$ cat src/rtl/star_raster_scanner_if.sv
// Bundle of the scanner's handshake and frame-memory signals.
//   start      : level request to begin a scan (driven by master FSM)
//   next_star  : one-cycle pulse releasing the current hit
//   mem_addr   : frame-memory read address, y*160 + x
//   mem_data   : frame-memory read data, one clock after mem_addr
//   star_x/y   : coordinate of the held hit
//   star_found : high while a hit is held
//   scan_done  : high once the whole frame has been scanned
// master = controller/memory side, slave = scanner side.
interface star_raster_scanner_if #(
  parameter int XSZ    = 8,
  parameter int YSZ    = 7,
  parameter int COLSZ  = 3,
  parameter int ADDRSZ = 15
) ();
  logic              start;
  logic              next_star;
  logic [ADDRSZ-1:0] mem_addr;
  logic [COLSZ-1:0]  mem_data;
  logic [XSZ-1:0]    star_x;
  logic [YSZ-1:0]    star_y;
  logic              star_found;
  logic              scan_done;

  modport master (
    output start, next_star, mem_data,
    input  mem_addr, star_x, star_y, star_found, scan_done
  );

  modport slave (
    input  start, next_star, mem_data,
    output mem_addr, star_x, star_y, star_found, scan_done
  );
endinterface

$ cat src/rtl/star_raster_scanner.sv
// Raster scanner feeding the star finder. Walks the 160x120 frame one pixel
// per clock, stops on the first pixel whose colour equals STAR_COL and holds
// its coordinate until next_star, then resumes from the following pixel.
// Ports:
//   clk    : system clock, rising edge
//   resetn : synchronous active-low reset
//   sif    : slave side of star_raster_scanner_if (start, next_star,
//            mem_addr, mem_data, star_x, star_y, star_found, scan_done)
module star_raster_scanner #(
  parameter int               XSZ      = 8,
  parameter int               YSZ      = 7,
  parameter int               COLSZ    = 3,
  parameter int               ADDRSZ   = 15,
  parameter int               X_MAX    = 160,
  parameter int               Y_MAX    = 120,
  parameter logic [COLSZ-1:0] STAR_COL = 3'b111
) (
  input logic                   clk,
  input logic                   resetn,
  star_raster_scanner_if.slave  sif
);

  typedef enum logic [1:0] {IDLE, SCAN, FOUND, DONE} state_t;

  localparam logic [XSZ-1:0] X_LAST = XSZ'(X_MAX - 1);
  localparam logic [YSZ-1:0] Y_LAST = YSZ'(Y_MAX - 1);

  // y*160 built from shifts: 160 = 128 + 32
  function automatic logic [ADDRSZ-1:0] pix_addr(input logic [XSZ-1:0] x,
                                                 input logic [YSZ-1:0] y);
    logic [ADDRSZ-1:0] yw;
    yw = ADDRSZ'(y);
    return (yw << 7) + (yw << 5) + ADDRSZ'(x);
  endfunction

  function automatic logic is_last(input logic [XSZ-1:0] x,
                                   input logic [YSZ-1:0] y);
    return (x == X_LAST) && (y == Y_LAST);
  endfunction

  // Raster successor packed as {y, x}
  function automatic logic [XSZ+YSZ-1:0] succ(input logic [XSZ-1:0] x,
                                              input logic [YSZ-1:0] y);
    if (x == X_LAST) begin
      if (y == Y_LAST) return '0;
      return {y + YSZ'(1), {XSZ{1'b0}}};
    end
    return {y, x + XSZ'(1)};
  endfunction

  state_t            state_q, state_d;
  logic [XSZ-1:0]    cx_q, cx_d;
  logic [YSZ-1:0]    cy_q, cy_d;
  logic              last_iss_q, last_iss_d;
  logic              vld_p0_q, vld_p0_d;
  logic              vld_p1_q, vld_p1_d;
  logic [XSZ-1:0]    x_p0_q, x_p0_d, x_p1_q, x_p1_d;
  logic [YSZ-1:0]    y_p0_q, y_p0_d, y_p1_q, y_p1_d;
  logic [ADDRSZ-1:0] addr_q, addr_d;
  logic [XSZ-1:0]    star_x_q, star_x_d;
  logic [YSZ-1:0]    star_y_q, star_y_d;
  logic              found_q, found_d;
  logic              done_q, done_d;

  always_ff @(posedge clk) begin
    if (!resetn) begin
      state_q    <= IDLE;
      cx_q       <= '0;
      cy_q       <= '0;
      last_iss_q <= 1'b0;
      vld_p0_q   <= 1'b0;
      vld_p1_q   <= 1'b0;
      addr_q     <= '0;
      star_x_q   <= '0;
      star_y_q   <= '0;
      found_q    <= 1'b0;
      done_q     <= 1'b0;
    end else begin
      state_q    <= state_d;
      cx_q       <= cx_d;
      cy_q       <= cy_d;
      last_iss_q <= last_iss_d;
      vld_p0_q   <= vld_p0_d;
      vld_p1_q   <= vld_p1_d;
      addr_q     <= addr_d;
      star_x_q   <= star_x_d;
      star_y_q   <= star_y_d;
      found_q    <= found_d;
      done_q     <= done_d;
    end
  end

  always_ff @(posedge clk) begin
    x_p0_q <= x_p0_d;
    y_p0_q <= y_p0_d;
    x_p1_q <= x_p1_d;
    y_p1_q <= y_p1_d;
  end

  always_comb begin
    state_d    = state_q;
    cx_d       = cx_q;
    cy_d       = cy_q;
    last_iss_d = last_iss_q;
    vld_p0_d   = vld_p0_q;
    vld_p1_d   = vld_p1_q;
    x_p0_d     = x_p0_q;
    y_p0_d     = y_p0_q;
    x_p1_d     = x_p1_q;
    y_p1_d     = y_p1_q;
    addr_d     = addr_q;
    star_x_d   = star_x_q;
    star_y_d   = star_y_q;
    found_d    = found_q;
    done_d     = done_q;

    case (state_q)
      IDLE: begin
        cx_d       = '0;
        cy_d       = '0;
        last_iss_d = 1'b0;
        vld_p0_d   = 1'b0;
        vld_p1_d   = 1'b0;
        if (sif.start) state_d = SCAN;
      end

      SCAN: begin
        // p0 -> p1: coordinate moves with its read into the data cycle
        x_p1_d   = x_p0_q;
        y_p1_d   = y_p0_q;
        vld_p1_d = vld_p0_q;
        vld_p0_d = 1'b0;
        // p0: issue the counter pixel until the last one has gone out
        if (!last_iss_q) begin
          addr_d       = pix_addr(cx_q, cy_q);
          x_p0_d       = cx_q;
          y_p0_d       = cy_q;
          vld_p0_d     = 1'b1;
          {cy_d, cx_d} = succ(cx_q, cy_q);
          last_iss_d   = is_last(cx_q, cy_q);
        end
        // p1 compare: on a hit the read in flight is dropped and the counter
        // rewinds to the pixel right after the hit so nothing is skipped
        if (vld_p1_q && (sif.mem_data == STAR_COL)) begin
          star_x_d     = x_p1_q;
          star_y_d     = y_p1_q;
          found_d      = 1'b1;
          state_d      = FOUND;
          {cy_d, cx_d} = succ(x_p1_q, y_p1_q);
          last_iss_d   = 1'b0;
          vld_p0_d     = 1'b0;
          vld_p1_d     = 1'b0;
          addr_d       = addr_q;
        end else if (vld_p1_q && is_last(x_p1_q, y_p1_q)) begin
          done_d   = 1'b1;
          state_d  = DONE;
          vld_p0_d = 1'b0;
          vld_p1_d = 1'b0;
        end
      end

      FOUND: begin
        if (sif.next_star) begin
          found_d = 1'b0;
          if (is_last(star_x_q, star_y_q)) begin
            done_d  = 1'b1;
            state_d = DONE;
          end else begin
            state_d = SCAN;
          end
        end
      end

      DONE: begin
        // start must fall before another scan can begin
        if (!sif.start) begin
          done_d  = 1'b0;
          state_d = IDLE;
        end
      end

      default: state_d = IDLE;
    endcase
  end

  assign sif.mem_addr   = addr_q;
  assign sif.star_x     = star_x_q;
  assign sif.star_y     = star_y_q;
  assign sif.star_found = found_q;
  assign sif.scan_done  = done_q;

endmodule
$ cat src/flat_wrapper.sv
// flat-port wrapper written by rule: the top's interface ports become plain ports
module star_raster_scanner_flat 
#(
  parameter int               XSZ      = 8,
  parameter int               YSZ      = 7,
  parameter int               COLSZ    = 3,
  parameter int               ADDRSZ   = 15,
  parameter int               X_MAX    = 160,
  parameter int               Y_MAX    = 120,
  parameter logic [COLSZ-1:0] STAR_COL = 3'b111
)
  (clk, resetn, sif_start, sif_next_star, sif_mem_data, sif_mem_addr, sif_star_x, sif_star_y, sif_star_found, sif_scan_done);
  star_raster_scanner_if #(.XSZ(XSZ), .YSZ(YSZ), .COLSZ(COLSZ), .ADDRSZ(ADDRSZ)) sif_i ();
  input logic clk;
  input logic resetn;
  input wire logic [$bits(sif_i.start)-1:0] sif_start;
  input wire logic [$bits(sif_i.next_star)-1:0] sif_next_star;
  input wire logic [$bits(sif_i.mem_data)-1:0] sif_mem_data;
  output wire logic [$bits(sif_i.mem_addr)-1:0] sif_mem_addr;
  output wire logic [$bits(sif_i.star_x)-1:0] sif_star_x;
  output wire logic [$bits(sif_i.star_y)-1:0] sif_star_y;
  output wire logic [$bits(sif_i.star_found)-1:0] sif_star_found;
  output wire logic [$bits(sif_i.scan_done)-1:0] sif_scan_done;
  assign sif_i.start = sif_start;
  assign sif_i.next_star = sif_next_star;
  assign sif_i.mem_data = sif_mem_data;
  assign sif_mem_addr = sif_i.mem_addr;
  assign sif_star_x = sif_i.star_x;
  assign sif_star_y = sif_i.star_y;
  assign sif_star_found = sif_i.star_found;
  assign sif_scan_done = sif_i.scan_done;
  star_raster_scanner #(.XSZ(XSZ), .YSZ(YSZ), .COLSZ(COLSZ), .ADDRSZ(ADDRSZ), .X_MAX(X_MAX), .Y_MAX(Y_MAX), .STAR_COL(STAR_COL)) u_core (.clk(clk), .resetn(resetn), .sif(sif_i));
endmodule
$ cat config.mk
export PLATFORM = sky130hd
export DESIGN_NAME = star_raster_scanner_flat
export DESIGN_NICKNAME = d
export VERILOG_FILES = /design/src/rtl/star_raster_scanner_if.sv /design/src/rtl/star_raster_scanner.sv /design/src/flat_wrapper.sv
export SDC_FILE = /design/constraint.sdc
export NUM_CORES = 1
export LEC_CHECK = 0
export ABC_CLOCK_PERIOD_IN_PS = 2500
export CAP_MARGIN = 10
export CORE_MARGIN = 2
export CORE_UTILIZATION = 51
export CTS_CLUSTER_DIAMETER = 150
export DETAILED_ROUTE_END_ITERATION = 8
export GPL_ROUTABILITY_DRIVEN = 0
export PLACE_DENSITY_LB_ADDON = 0.2
export SLEW_MARGIN = 15
export SYNTH_ARGS = -nofsm -noshare
export SYNTH_HDL_FRONTEND = slang
export SYNTH_SLANG_ARGS = --single-unit
export TNS_END_PERCENT = 20
$ cat constraint.sdc
create_clock -name clk -period 2.5 [get_ports clk]
set_input_delay 0.625 -clock clk [delete_from_list [all_inputs] [get_ports clk]]
set_output_delay 0.625 -clock clk [all_outputs]
set_load 0.1 [all_outputs]
==> Yosys cells after proc, flatten, opt, wreduce, memory -nomap -nowiden <==
Cells that the tools add are included.
{ "word_totals": {"regBits": 82, "latchBits": 0, "ram_bits": 0, "romBits": 0, "in_bits": 7, "out_inout_bits": 32, "word_cells": 114, "memories": 0} }
{ "classes": {"add_sub_neg": 6, "mul": 0, "div": 0, "magnitude_cmp": 0, "n_eq_ne": 20, "n_shift": 0, "n_mux": 54, "bitwise_logic": 2, "n_reduce_logical": 17} }
{ "op_table": {"columns": ["operator", "n"], "rows": [
  ["15-bit 2-to-1 mux", 8],
  ["1-bit 2-to-1 mux", 28],
  ["8-bit equality test, second input constant", 3],
  ["7-bit equality test, second input constant", 3],
  ["8-bit by 1-bit adder with 8-bit output, second input constant", 2],
  ["8-bit 2-to-1 mux", 2],
  ["8-bit case mux with 2 select lines", 1],
  ["14-bit by 12-bit adder with 15-bit output", 1],
  ["15-bit by 8-bit adder with 15-bit output", 1],
  ["7-bit by 1-bit adder with 7-bit output, second input constant", 2],
  ["7-bit 2-to-1 mux", 2],
  ["7-bit case mux with 2 select lines", 1],
  ["2-bit 2-to-1 mux", 6],
  ["3-bit AND reduction", 3],
  ["2-bit != test, second input constant", 4],
  ["1-bit case mux with 2 select lines", 4],
  ["2-bit case mux with 4 select lines", 1],
  ["2-bit by 1-bit != test with 1-bit output, second input constant", 3],
  ["3-bit by 1-bit != test with 1-bit output, second input constant", 2],
  ["2-bit AND reduction", 3],
  ["6-bit AND reduction", 1],
  ["1-bit logical AND", 5],
  ["2-bit equality test, second input constant", 2],
  ["4-bit AND reduction", 1],
  ["8 further kinds", 10]
]} }

==> Longest topological paths before layout <==
{ "logic_depth": {"word_depth": 11, "ltp_mapped": 9, "mapped_depth_nobuf": 9} }

==> Least setup slack after synthesis <==
OpenSTA, ideal clock, no wires.
{ "synth_path": {"path_type": "register -> register", "from": "register u_core.cy_q[2]", "to": "register u_core.addr_q[12], in the netlist u_core.sif.mem_addr[12]", "t_arrival_ns": 2.290, "path_slack_ns": 0.089, "stages_incl_launch_ff": 10, "synth_period_minus_slack_ns": 2.411, "path_cell_list": "dfxtp_1 inv_1 fa_1 inv_1 fa_1 a211oi_1 o21ai_0 a21oi_1 or4b_2 nand3_1"} }
{ "synth_via": {"elab_chain_len": 2} }
{ "synth_lines": {"columns": ["element", "line", "source"], "rows": [
  ["from (decl)", "star_raster_scanner.sv:53", "logic [YSZ-1:0] cy_q, cy_d;"],
  ["from (signal assigned)", "star_raster_scanner.sv:81", "cy_q <= cy_d;"],
  ["14-bit by 12-bit adder with 15-bit output", "star_raster_scanner.sv:33", "return (yw << 7) + (yw << 5) + ADDRSZ'(x);"],
  ["15-bit by 8-bit adder with 15-bit output", "star_raster_scanner.sv:33", null],
  ["to (signal assigned)", "star_raster_scanner.sv:85", "addr_q <= addr_d;"],
  ["to (decl)", "star_raster_scanner.sv:59", "logic [ADDRSZ-1:0] addr_q, addr_d;"]
]} }
No other way between the ends.
A chain may end at the register's enable or synchronous reset.

==> Worst setup path in the final report <==
{ "layout_path": {"from": "register u_core.cy_q[0]", "to": "register u_core.addr_q[10], in the netlist u_core.sif.mem_addr[10]"} }
Same word-level chain as after synthesis.

==> Flow_metrics.wiki <==
{| class="wikitable"
! Metric !! Value
|-
| Peak per-stage delay on the critical path || 550 ps
|-
| Average size of a mapped cell || 9.581 um^2
|-
| Post-route cell area || 4910 um^2
|-
| Fin util || 63.21%
|-
| Vias post-DR || 3553
|-
| Area post-placement || 4710 um^2
|-
| Core Box Area || 7767 um^2
|-
| Adder and majority gate portion of the synthesized area || 6.149%
|-
| Global-route total usage across every layer || 24.15%
|-
| Largest vdd supply drop || 0.3282 mV
|-
| Result of the run || finished clean
|-
| Detailed Route WL || 10090 um
|-
| Final Hold Vio Count || 0
|-
| Number of pins with negative max-slew slack in the final report || 0
|-
| Critical-path maximum fanout || 2
|-
| Multi-input combinational cell area || 2028 um^2
|-
| WL/cell || 16.82 um
|-
| Number of maximum-capacitance constraint violations || 0
|-
| Class of the most critical setup path || flip-flop to flip-flop
|-
| Reg2reg path depth || 9
|-
| Portion of netlist area occupied by mux cells || 1.279%
|-
| Number of resized instances in the post-cts repair step || 0
|-
| Area added between synthesis and finish || 19.45%
|-
| Number of synthesized register bits || 82
|-
| Final non-filler cell total || 600
|-
| Reg2Reg Setup Slack || 150 ps
|-
| Number of placement rows || 32
|-
| List of cells traversed by the critical path || inv_1 -> fa_1 -> inv_1 -> fa_2 -> buf_4 -> a21o_1 -> a211o_1 -> o211ai_1 -> a21boi_0
|-
| Data required time at the worst endpoint || 2760 ps
|-
| Setup crit start kind || flip-flop
|-
| Width of the die || 93.78 um
|-
| Instance count along the most critical hold path || 0
|-
| Total of buffers placed on input and output ports || 38
|-
| H-tree Lvls || 3
|-
| Fraction of registers with async set or reset after synthesis || 0%
|-
| I/O pin count || 39
|-
| HPWL after detailed placement || 7422 um
|-
| Clock Skew || 8.427 ps
|-
| Remaining DRCs || 0
|-
| Total power || 2.871 mW
|-
| Max Root-Sink Buffers || 2
|-
| Effective utilization at floorplan || 52.92%
|-
| Post-route fraction of the period consumed by the critical path || 93.89%
|-
| Net total in the final layout || 519
|-
| Parity-gate share of the synthesized area counting xor and xnor cells || 2.344%
|-
| Simple-gate share of the synthesized area || 20.85%
|-
| Die H || 93.78 um
|-
| Warnings from Yosys || 0
|-
| Cell leakage power || 1.898 nW
|-
| Total clock sinks || 82
|-
| Drt via density || 5.922
|-
| Number of buffers added by the clock tree synthesis step || 9
|-
| Origin of the worst min-delay path || u_core.y_p0_q[1]
|-
| Placed Cells incl. Taps || 584
|-
| Number of flops mapped to enable cells by yosys || 30
|-
| Share of layout cells above drive strength 1 || 19.28%
|-
| Diode count || 0
|-
| Number of library cell types mapped by synthesis || 64
|-
| Combined flip-flop and latch cell area || 1942 um^2
|-
| Via count of the first global-routing pass || 3319
|-
| Hold/Removal Path Class || flip-flop to flip-flop
|-
| Proportion of synthesized chip area in sequential cells || 47.25%
|-
| Number of failing setup endpoints in the final timing report || 0
|-
| Clock period minus worst slack || 2347 ps
|-
| Post-synthesis compound-gate area fraction || 18.54%
|-
| Pin slew with the least headroom to its limit || 440.7 ps
|-
| Relative slew slack || 70.31%
|-
| R2R Path Start || u_core.cy_q[0]
|-
| Setup TNS || 0 ps
|-
| Combinational family with the most area after synthesis || simple AND/OR/NAND/NOR gates
|-
| Predominant post-synthesis flop cell || sky130_fd_sc_hd__dfxtp_1
|-
| GR Overflow Total || 0
|-
| Post-CTS Setup Bufs || 0
|-
| TritonCTS clock tree || done
|-
| Clock latency on the worst-skew pair || 370 ps
|-
| Reg-to-Reg End || u_core.sif.mem_addr[10]
|-
| Power density normalized to cell area || 584.8 nW/um^2
|-
| Setup repair after global routing missed its margin || no
|-
| Die area || 8794 um^2
|-
| Worst path most repeated cell || sky130_fd_sc_hd__inv_1
|-
| Sort of element at the end of the critical path || flip-flop
|-
| Nets in the synthesized netlist || 455
|-
| Initial antenna violation count || 0
|-
| Number of nets still failing antenna checks after routing || 0
|-
| Clock Root Buffer || sky130_fd_sc_hd__clkbuf_8
|-
| Worst path slowest cell || sky130_fd_sc_hd__fa_1
|-
| Hold-fix buffer count after cts || 0
|-
| Global-route wire length before repair || 16490 um
|-
| Gate Count Post-Synth || 429
|-
| Max frequency || 426.0 MHz
|-
| Data arrival, critical path || 2610 ps
|-
| Maximum number of pins on one net before global-route repair || 29
|-
| Number of iterations in the first detailed-routing pass || 5
|-
| Clock transition at the registers of the reported paths || 90 ps
|-
| Sink of the worst hold path || u_core.y_p1_q[1]
|-
| Fillcell total || 671
|-
| Number of DRC markers after the initial detailed-route iteration || 209
|-
| Post-Syn Area || 4110 um^2
|}
power by group:
part           leakage, nW  switching, mW  internal [mW]
logic                 1.09          0.249          0.139
registers            0.707         0.0637           1.47
clock network        0.100          0.561          0.392
Yosys cell counts (4+ instances only):
| cell | n | area [um^2] |
|---|---|---|
| sky130_fd_sc_hd__nand3_1 | 26 | 130.1 |
| sky130_fd_sc_hd__a31oi_1 | 4 | 25.02 |
| sky130_fd_sc_hd__o21ai_0 | 14 | 70.07 |
| sky130_fd_sc_hd__nor2b_1 | 6 | 37.54 |
| sky130_fd_sc_hd__nor2_1 | 13 | 48.80 |
| sky130_fd_sc_hd__a21boi_0 | 27 | 202.7 |
| sky130_fd_sc_hd__buf_2 | 7 | 35.03 |
| sky130_fd_sc_hd__xnor2_1 | 8 | 70.07 |
| sky130_fd_sc_hd__clkbuf_1 | 12 | 45.04 |
| sky130_fd_sc_hd__ha_1 | 17 | 212.7 |
| sky130_fd_sc_hd__and3_1 | 5 | 31.28 |
| sky130_fd_sc_hd__nand2_1 | 69 | 259.0 |
| sky130_fd_sc_hd__inv_1 | 14 | 52.55 |
| sky130_fd_sc_hd__edfxtp_1 | 30 | 900.9 |
| sky130_fd_sc_hd__nand2b_1 | 5 | 31.28 |
| sky130_fd_sc_hd__dfxtp_1 | 52 | 1041 |
| sky130_fd_sc_hd__a21oi_1 | 16 | 80.08 |
| sky130_fd_sc_hd__nor3_1 | 15 | 75.07 |
| sky130_fd_sc_hd__nand4_1 | 10 | 62.56 |
sequential cells by signal, summed over array words and instances, names as in the netlist:
name and count:
u_core.state_q 2, u_core.y_p1_q 7, u_core.vld_p0_q 1, u_core.last_iss_q 1
u_core.sif.mem_addr 15, u_core.sif.star_x 8, u_core.sif.star_found 1, u_core.cx_q 8
u_core.vld_p1_q 1, u_core.sif.scan_done 1, u_core.x_p0_q 8, u_core.x_p1_q 8
u_core.y_p0_q 7, u_core.cy_q 7, u_core.sif.star_y 7
kinds of logic after synthesis:
family,after synthesis
compound gates,106
xor+xnor,11
fa+ha+maj,19
buf+inv,35
flops,82
mux,5
simple gates,171
cell type report:
type                       instances  area share [%]
multi-input combinational        312           41.31
sequential                        82           39.55
timing repair buffer              73           11.47
tap                              102           2.599
clock buffer                       9           2.523
clock inverter                     7           1.402
inverter                          15           1.147
worst max path at each step:
stage / from / endpoint / depth (start not counted) / slack (ps)
3_3_place_gp: sif_mem_data[2] / u_core.cy_q[4] / 6 / 120
5_1_grt: u_core.cy_q[0] / u_core.sif.mem_addr[13] / 9 / 20
3_5_place_dp: u_core.cy_q[0] / u_core.sif.mem_addr[12] / 9 / 40
4_1_cts: u_core.cy_q[0] / u_core.sif.mem_addr[12] / 9 / 2
2_1_floorplan: u_core.cy_q[2] / u_core.sif.mem_addr[12] / 9 / 90
6_report: u_core.cy_q[0] / u_core.sif.mem_addr[10] / 9 / 150
worst max-delay path: cells and delay by family (launching register included):
kind | cells | cell delay (ps)
AOI/OAI and AO/OA | 4 | 650
buffers and inverters | 3 | 300
adders and majority gates | 2 | 950
DFF | 1 | 350
routing by layer:
metal | part of all wire, % | global-route usage, % | up-vias
li1 | - | - | 1714
met1 | 45 | 31.20 | 1677
met2 | 46 | 38.51 | 133
met3 | 6.2 | 5.859 | 29
met4 | 3.0 | 10.51 | 0
met5 | 0 | 0 | -
through the flow:
stage	hold slack (ps)	setup WS (ps)
after floorplan	400.3	88.60
after detailed placement	406.6	40.49
after CTS	422.5	1.894
after global placement	401.1	125.0
after global routing	428.6	20.33
final	428.2	152.7
placed cells by master (no fill, tap or decap), types with 5 or more instances in the layout:
cell type / n
sky130_fd_sc_hd__a21boi_0: 27
sky130_fd_sc_hd__nor2b_1: 6
sky130_fd_sc_hd__dfxtp_1: 52
sky130_fd_sc_hd__clkdlybuf4s50_1: 6
sky130_fd_sc_hd__nand2_1: 69
sky130_fd_sc_hd__buf_4: 67
sky130_fd_sc_hd__nand2b_1: 5
sky130_fd_sc_hd__nand3_1: 26
sky130_fd_sc_hd__xnor2_1: 8
sky130_fd_sc_hd__clkbuf_8: 9
sky130_fd_sc_hd__nor2_1: 13
sky130_fd_sc_hd__and3_1: 5
sky130_fd_sc_hd__inv_1: 14
sky130_fd_sc_hd__a21oi_1: 16
sky130_fd_sc_hd__o21ai_0: 13
sky130_fd_sc_hd__nor3_1: 15
sky130_fd_sc_hd__nand4_1: 10
sky130_fd_sc_hd__edfxtp_1: 30
sky130_fd_sc_hd__ha_1: 17
Power figures use the tool's default switching activity.
